File: config.mk
export PLATFORM = sky130hd
export DESIGN_NAME = fxp_divider_seq
export DESIGN_NICKNAME = d
export VERILOG_FILES = /design/src/rtl/fxp_divider_seq.sv
export SDC_FILE = /design/constraint.sdc
export NUM_CORES = 1
export LEC_CHECK = 0
export ABC_AREA = 1
export CORE_AREA = 3 3 90 92
export CTS_BUF_LIST = sky130_fd_sc_hd__clkbuf_4 sky130_fd_sc_hd__clkbuf_8
export DETAILED_ROUTE_END_ITERATION = 8
export DIE_AREA = 0 0 93 95
export GPL_TIMING_DRIVEN = 0
export MAX_ROUTING_LAYER = met4
export PLACE_DENSITY = 0.8
export SLEW_MARGIN = 30
export SYNTH_ARGS = -nofsm -noshare
export SYNTH_HDL_FRONTEND = slang
export SYNTH_SLANG_ARGS = --single-unit
File: constraint.sdc
create_clock -name clk -period 2.3 [get_ports clk]
set_input_delay 0.345 -clock clk [delete_from_list [all_inputs] [get_ports clk]]
set_output_delay 0.345 -clock clk [all_outputs]
set_load 0.05 [all_outputs]
File: src/rtl/fxp_divider_seq.sv
// fxp_divider_seq
//   Sequential unsigned fixed-point divider (restoring, one quotient bit per
//   clock). Operands and quotient share the Q(WIDTH-FRAC).FRAC format; the
//   quotient is floor(a*2^FRAC / b), saturated to all ones on overflow.
//
//   Optional build macro: FXP_DIV_ROUND_EN
//     defined   -> quotient rounded to nearest, ties up (r_out stays unrounded)
//     undefined -> quotient truncated toward zero
//
// Ports
//   clk    rising-edge clock
//   rst    asynchronous active-high reset
//   sclr   synchronous clear, same effect as rst at the next edge
//   start  request, sampled only in IDLE or DONE
//   a_in   dividend   (WIDTH bits)
//   b_in   divisor    (WIDTH bits)
//   q_out  quotient   (WIDTH bits, saturated)
//   r_out  remainder of a*2^FRAC mod b, raw integer units
//   dvz    last operation divided by zero
//   ovf    last quotient did not fit WIDTH bits
//   busy   iterating
//   valid  one-cycle pulse when results/flags update
module fxp_divider_seq #(
    parameter int WIDTH = 10,
    parameter int FRAC  = 5
) (
    input  logic             clk,
    input  logic             rst,
    input  logic             sclr,
    input  logic             start,
    input  logic [WIDTH-1:0] a_in,
    input  logic [WIDTH-1:0] b_in,
    output logic [WIDTH-1:0] q_out,
    output logic [WIDTH-1:0] r_out,
    output logic             dvz,
    output logic             ovf,
    output logic             busy,
    output logic             valid
);

    localparam int N  = WIDTH + FRAC;
    localparam int CW = $clog2(N + 1);
    localparam logic [CW-1:0] LAST = CW'(N - 1);

    typedef enum logic [1:0] {IDLE, CALC, DONE} state_t;

    state_t           state;
    logic [N-1:0]     num_sr;   // numerator, consumed MSB first
    logic [N-1:0]     quo;
    logic [WIDTH:0]   rem;      // partial remainder, one guard bit
    logic [WIDTH-1:0] b_reg;
    logic [CW-1:0]    cnt;

    logic [WIDTH:0]   rem_sh, rem_nx;
    logic             ge;
    logic [N-1:0]     quo_nx;
    logic [N:0]       q_fin;    // one extra bit catches the rounding carry
    logic             ovf_nx;

    always_comb begin
        // rem < b always holds, so the top bit shifted out is zero.
        rem_sh = (rem << 1) | {{WIDTH{1'b0}}, num_sr[N-1]};
        ge     = rem_sh >= {1'b0, b_reg};
        rem_nx = ge ? rem_sh - {1'b0, b_reg} : rem_sh;
        quo_nx = {quo[N-2:0], ge};
`ifdef FXP_DIV_ROUND_EN
        // Round half up: 2*r >= b means the dropped fraction is >= 0.5.
        q_fin  = {1'b0, quo_nx} +
                 {{N{1'b0}}, ({rem_nx[WIDTH-1:0], 1'b0} >= {1'b0, b_reg})};
`else
        q_fin  = {1'b0, quo_nx};
`endif
        // Anything at or above bit WIDTH does not fit the output format.
        ovf_nx = (q_fin >> WIDTH) != '0;
    end

    always_ff @(posedge clk or posedge rst) begin
        if (rst) begin
            state  <= IDLE;
            num_sr <= '0;
            quo    <= '0;
            rem    <= '0;
            b_reg  <= '0;
            cnt    <= '0;
            q_out  <= '0;
            r_out  <= '0;
            dvz    <= 1'b0;
            ovf    <= 1'b0;
            busy   <= 1'b0;
            valid  <= 1'b0;
        end else if (sclr) begin
            state  <= IDLE;
            num_sr <= '0;
            quo    <= '0;
            rem    <= '0;
            b_reg  <= '0;
            cnt    <= '0;
            q_out  <= '0;
            r_out  <= '0;
            dvz    <= 1'b0;
            ovf    <= 1'b0;
            busy   <= 1'b0;
            valid  <= 1'b0;
        end else begin
            valid <= 1'b0;
            case (state)
                // DONE accepts start exactly like IDLE for back-to-back use.
                IDLE, DONE: begin
                    if (start) begin
                        if (b_in != '0) begin
                            state  <= CALC;
                            busy   <= 1'b1;
                            num_sr <= N'(a_in) << FRAC;
                            b_reg  <= b_in;
                            rem    <= '0;
                            quo    <= '0;
                            cnt    <= '0;
                        end else begin
                            state  <= DONE;
                            valid  <= 1'b1;
                            dvz    <= 1'b1;
                            ovf    <= 1'b0;
                            q_out  <= '1;
                            r_out  <= '0;
                        end
                    end else begin
                        state <= IDLE;
                    end
                end
                CALC: begin
                    rem    <= rem_nx;
                    quo    <= quo_nx;
                    num_sr <= num_sr << 1;
                    cnt    <= cnt + 1'b1;
                    if (cnt == LAST) begin
                        state <= DONE;
                        busy  <= 1'b0;
                        valid <= 1'b1;
                        dvz   <= 1'b0;
                        ovf   <= ovf_nx;
                        q_out <= ovf_nx ? '1 : q_fin[WIDTH-1:0];
                        r_out <= rem_nx[WIDTH-1:0];
                    end
                end
                default: state <= IDLE;
            endcase
        end
    end

endmodule
# Yosys cells after proc, flatten, opt, wreduce, memory -nomap -nowiden
# Cells that the tools add are included.
[classes] n_addsub=2 n_reduce_logical=12 bitwise_logic=1 n_shift=0 n_mux=56 mul=0 n_div=0 eq_ne=7 order_cmp=1
[ops] op="$mux W10" n=17
[ops] op="$pmux W10 S2" n=3
[ops] op="$mux W15" n=3
[ops] op="$mux W14" n=3
[ops] op="$pmux W15 S2" n=1
[ops] op="$pmux W14 S2" n=1
[ops] op="$reduce_bool A16 Y1" n=1
[ops] op="$mux W1" n=15
[ops] op="$mux W4" n=3
[ops] op="$ne A3 B3 Y1 const B" n=4
[ops] op="$ge A11 B10 Y1" n=1
[ops] op="$or A11 B1 Y11" n=1
[ops] op="$reduce_bool A10 Y1" n=1
[ops] op="$sub A10 B10 Y10" n=1
[ops] op="$mux W2" n=4
[ops] op="$pmux W1 S2" n=4
[ops] op="$pmux W4 S2" n=1
[ops] op="$reduce_and A4 Y1" n=2
[ops] op="$reduce_and A3 Y1" n=2
[ops] op="$reduce_bool A2 Y1" n=3
[ops] op="$add A4 B1 Y4 const B" n=1
[ops] op="$eq A4 B4 Y1 const B" n=1
[ops] op="$pmux W2 S2" n=1
[ops] op="$reduce_bool A3 Y1" n=1
[ops] op="4 further kinds" n=4
[word_totals] word_cells=91 memories=0 latchBits=0 rom_bits=0 output_inout_bits=24 ram_bits=0 regBits=79

# Depth between registers and ports, before layout
[logic_depth] depth_word=6 mapped_depth=14

# Worst setup path after synthesis
# OpenSTA, ideal clock, no wires.
[synth_path] path_kind="reg-to-reg" from="register num_sr[14]" to="register rem[8]" slack_ns=0.579 arrival_ns=1.587 stages_incl_launch_ff=13 t_required_ns=2.166 n_path_buf=0 synth_period_minus_slack_ns=1.721 setup_time_ns=0.134 cell_sequence="dfrtp_1 -> inv_1 -> ha_1 -> fa_1 -> nand3b_1 -> nand2_1 -> nand2_1 -> nand2_1 -> nand2_1 -> nand2_1 -> nand2_1 -> nand3_1 -> o21ai_0"
[synth_via] elab_chain_cells=5 word_cells_on_any_way=6 classes_between="1 x add/sub; 1 x order compare; 3 x mux; 1 x bitwise"
[synth_lines] element="start: declaration" line="48" source="logic [N-1:0] num_sr;"
[synth_lines] element="start signal: assignment" line="113" source="num_sr <= N'(a_in) << FRAC;"
[synth_lines] element="start signal: assignment" line="133" source="num_sr <= num_sr << 1;"
[synth_lines] element="$or A11 B1 Y11 (*)" line="62" source="rem_sh = (rem << 1) | {{WIDTH{1'b0}}, num_sr[N-1]};"
[synth_lines] element="$sub A10 B10 Y10 or $ge A11 B10 Y1 (tied branches)" line="64, 63"
[synth_lines] element="$mux W10 (*)" line="64" source="rem_nx = ge ? rem_sh - {1'b0, b_reg} : rem_sh;"
[synth_lines] element="$pmux W10 S2 (*)" line="106" source="case (state)"
[synth_lines] element="$mux W10 (*)" line="91" source="end else if (sclr) begin"
[synth_lines] element="end signal: assignment" line="131" source="rem <= rem_nx;"
[synth_lines] element="end: declaration" line="50" source="logic [WIDTH:0] rem;"
# Mark *: on every way between the ends. The rest lies on a longest branch, timed or not.
# A chain may end at the register's enable or synchronous reset.

# Worst setup path after layout
# Same ends and word-level chain as after synthesis.

==> summary.md <==
| Metric | Value |
|---|---|
| DRC viols | 0 |
| Slew @ Worst Pin | between 500 and 600 ps |
| Post-layout power | 4.91 mW |
| Via count | around 3,300 |
| Sw power | between 2 and 2.5 mW |
| Post-DRT Antenna Nets | 0 |
| Core Area | roughly 7300 µm² |
| WL/cell | around 14 µm |
| Simple-Gate Fraction of Synth Area | 0.283 |
| Pins Over Slew Limit | 0 |
| Int Power | approximately 2.8 mW |
| DR vias/cell | about 5.2 |
| Synth Register Bits | between 70 and 80 |
| Most frequent cells in the layout | 133 x nand2_1, 74 x dfrtp_1, 72 x inv_1 |
| Largest family of logic cells by synthesized area | simple AND/OR/NAND/NOR gates |
| Minimum clock period | between 1500 and 2000 ps |
| Number of library cell types mapped by synthesis | 26 |
| Post-synthesis compound-gate area fraction | 0.0733 |
| Post_cts resized | 0 |
| Final Instance Area | about 4600 µm² |
| Min-delay worst type | input port to async pin |
| Max reg flops | 14 |
| TritonCTS Buffers | 9 |
| DR iter-0 viols | 204 |
| Clk pwr share | 0.221 |
| Ys flop type | dfrtp_1 |
| WS Path Type | flip-flop to flip-flop |
| Slew HR | 0.655 |
| Die width | a little over 90 µm |
| Core Util, Final | 0.631 |
| Mapped Area | approximately 3800 µm² |
| P per Cell Area | approximately 1100 nW/µm² |
| Fillers | approximately 640 |
| Post-CTS Setup Inserts | 0 |
| Post-DP Area | roughly 4400 µm² |
| Worst Skew | roughly 6.2 ps |
| Peak Freq | about 500 MHz |
| Fin cells | between 600 and 700 |
| Area of the multi-input gates | between 1500 and 2000 µm² |
| # clock sinks | between 70 and 80 |
| Clock root buffer | clkbuf_8 |
| Tcrit/Tclk final | 0.868 |
| Commonest non-fill, non-tap cell in the layout | nand2_1 |
| CTS tree | built |
| Clock H-tree levels | 3 |
| GRT Residual Overflow | 0 |
| Synth Net Count | ~500 |
| EDFF count, synth | 0 |
| First-pass iteration count of the detailed router | 5 |
| Placer congestion estimate | about 0.9 |
| Met3 WL | 399 µm |
| Post-synthesis xor/xnor area fraction | 0.00929 |
| Largest net degree at the start of global routing | 53 |
| CP max FO | 3 |
| Area grow syn2layout | 22.1% |
| Reg power frac | 0.310 |
| Reg area | between 1500 and 2000 µm² |
| Mux contribution to synthesized area | 0 |
| Largest Register | quo |
| Leak | between 2 and 2.5 nW |
| Overall routing resource usage | 0.216 |
| Adder-cell share of the synthesized area | 0.0451 |
| Mapped Cells | between 400 and 500 |
| Final hold slack | 296 ps |
| Pre-CTS WS | ~180 ps |
| Initial antenna violation count | 0 |
| Num rows | 31 |
| WL final | between 8 and 9 mm |
| Async S/R FF share, synth | 1.00 |
| Final antenna diode count | 0 |
| Final worst slack | between 300 and 400 ps |
| Share of layout cells above drive strength 1 | 0.0819 |
| Worst Setup End Kind | flip-flop |
| Clk slew on worst S/H paths | ~90 ps |
| RSZ-0062 raised after global routing | no |
| Top Layer Used | met4 |
| VDD IR-drop max | 0.000607 V |
| Final hold vios | 0 |
| Outcome | finished, final reports clean |
| Worst Path Arrival | 2220 ps |
| Seq/Total Area, Yosys | 0.491 |
| Synth Area per Inst | approximately 8.0 µm² |
| Combinational power share | 0.469 |
| Io pins | between 40 and 50 |
| Die ar. | 8840 µm² |
| Sw Share | 0.435 |
| Clk Latency, worst-skew pair | between 300 and 400 ps |
| Required @ worst endpoint | 2520 ps |
| Hold_buf cts | 0 |
| Vias in the first global route | between 3,000 and 4,000 |
| Met2 wire length | 4.10 mm |
| DP HPWL | between 6 and 7 mm |
| Fin Setup TNS | 0 ps |
| Initial Util | 0.517 |
| Nets | about 570 |
| M1 WL | 3.93 mm |
| Chip height | approximately 95 µm |
| Port bufs | between 40 and 50 |
| Longest Clk Path Bufs | 2 |
| Yosys warning total | 0 |
| # Max-Cap Violations | 0 |
| First-pass GRT wire length | between 10 and 15 mm |
| Setup-failing EPs final | 0 |
| DP Cell Count | 620 |
| Startpoint types | flip-flop |
logic make-up after synthesis:
group	after synthesis
adders and majority gates	13
and+or+nand+nor	241
xor gates and xnor gates	4
buffers and inverters	90
AOI/OAI and AO/OA	51
DFF	74
final timing paths:
kind | depth (start not counted) | start | end | slack [ps]
worst max register to register | 12 | num_sr[14] | rem[8] | 300
worst min register to register | 2 | dvz | dvz | 480
worst max-delay path | 12 | num_sr[14] | rem[8] | 300
min in group clk | 2 | dvz | dvz | 480
max in group asynchronous | 3 | rst | b_reg[6] | 1450
worst min-delay path | 2 | rst | valid | 300
worst max-delay path, stage by stage, from the launching register on:
cell and delay (ps):
dfrtp_1 330, inv_1 70, ha_1 230, fa_1 410, nand3b_1 170, nand2_1 150
nand2_1 90, nand2_1 60, nand2_1 40, nand2_1 70, nand2_1 80, nand3_1 80
o21ai_0 90
synthesized netlist by cell type (all sizes together), types with 2 or more instances:
| master | count | area (µm²) |
|---|---|---|
| nand2 | 145 | 574 |
| dfrtp | 74 | 1850 |
| inv | 73 | 274 |
| nand3 | 49 | 255 |
| o21ai | 30 | 150 |
| nor2 | 25 | 96.4 |
| o22ai | 15 | 93.8 |
| nand4 | 13 | 81.3 |
| ha | 12 | 150 |
| buf | 10 | 67.6 |
| clkbuf | 7 | 26.3 |
| a21oi | 5 | 25.0 |
| nand3b | 4 | 30.0 |
| nor3 | 4 | 25.0 |
| xnor2 | 2 | 17.5 |
| xor2 | 2 | 17.5 |
power by group through the flow:
stage	combinational, mW	clock, mW	sequential [mW]
final	2.30	1.09	1.52
after CTS	2.28	1.09	1.52
after global routing	2.57	1.15	1.54
after floorplan	1.64	0	1.66
after detailed placement	2.26	0	1.55
after global placement	2.20	0	1.54
layer usage:
layer,global-route usage,vias to the layer above
met2,0.344,110
li1,-,1630
met1,0.285,1571
met5,-,-
met3,0.0295,17
met4,0.0806,0
cell type report:
class | instances | area share
Sequential cell | 74 | 0.402
Tap cell | 99 | 0.0269
Inverter | 73 | 0.0601
Buffer | 17 | 0.0204
Multi-Input combinational cell | 309 | 0.337
Timing Repair Buffer | 48 | 0.108
Clock inverter | 7 | 0.0185
Clock buffer | 9 | 0.0269
Power figures use the tool's default switching activity.
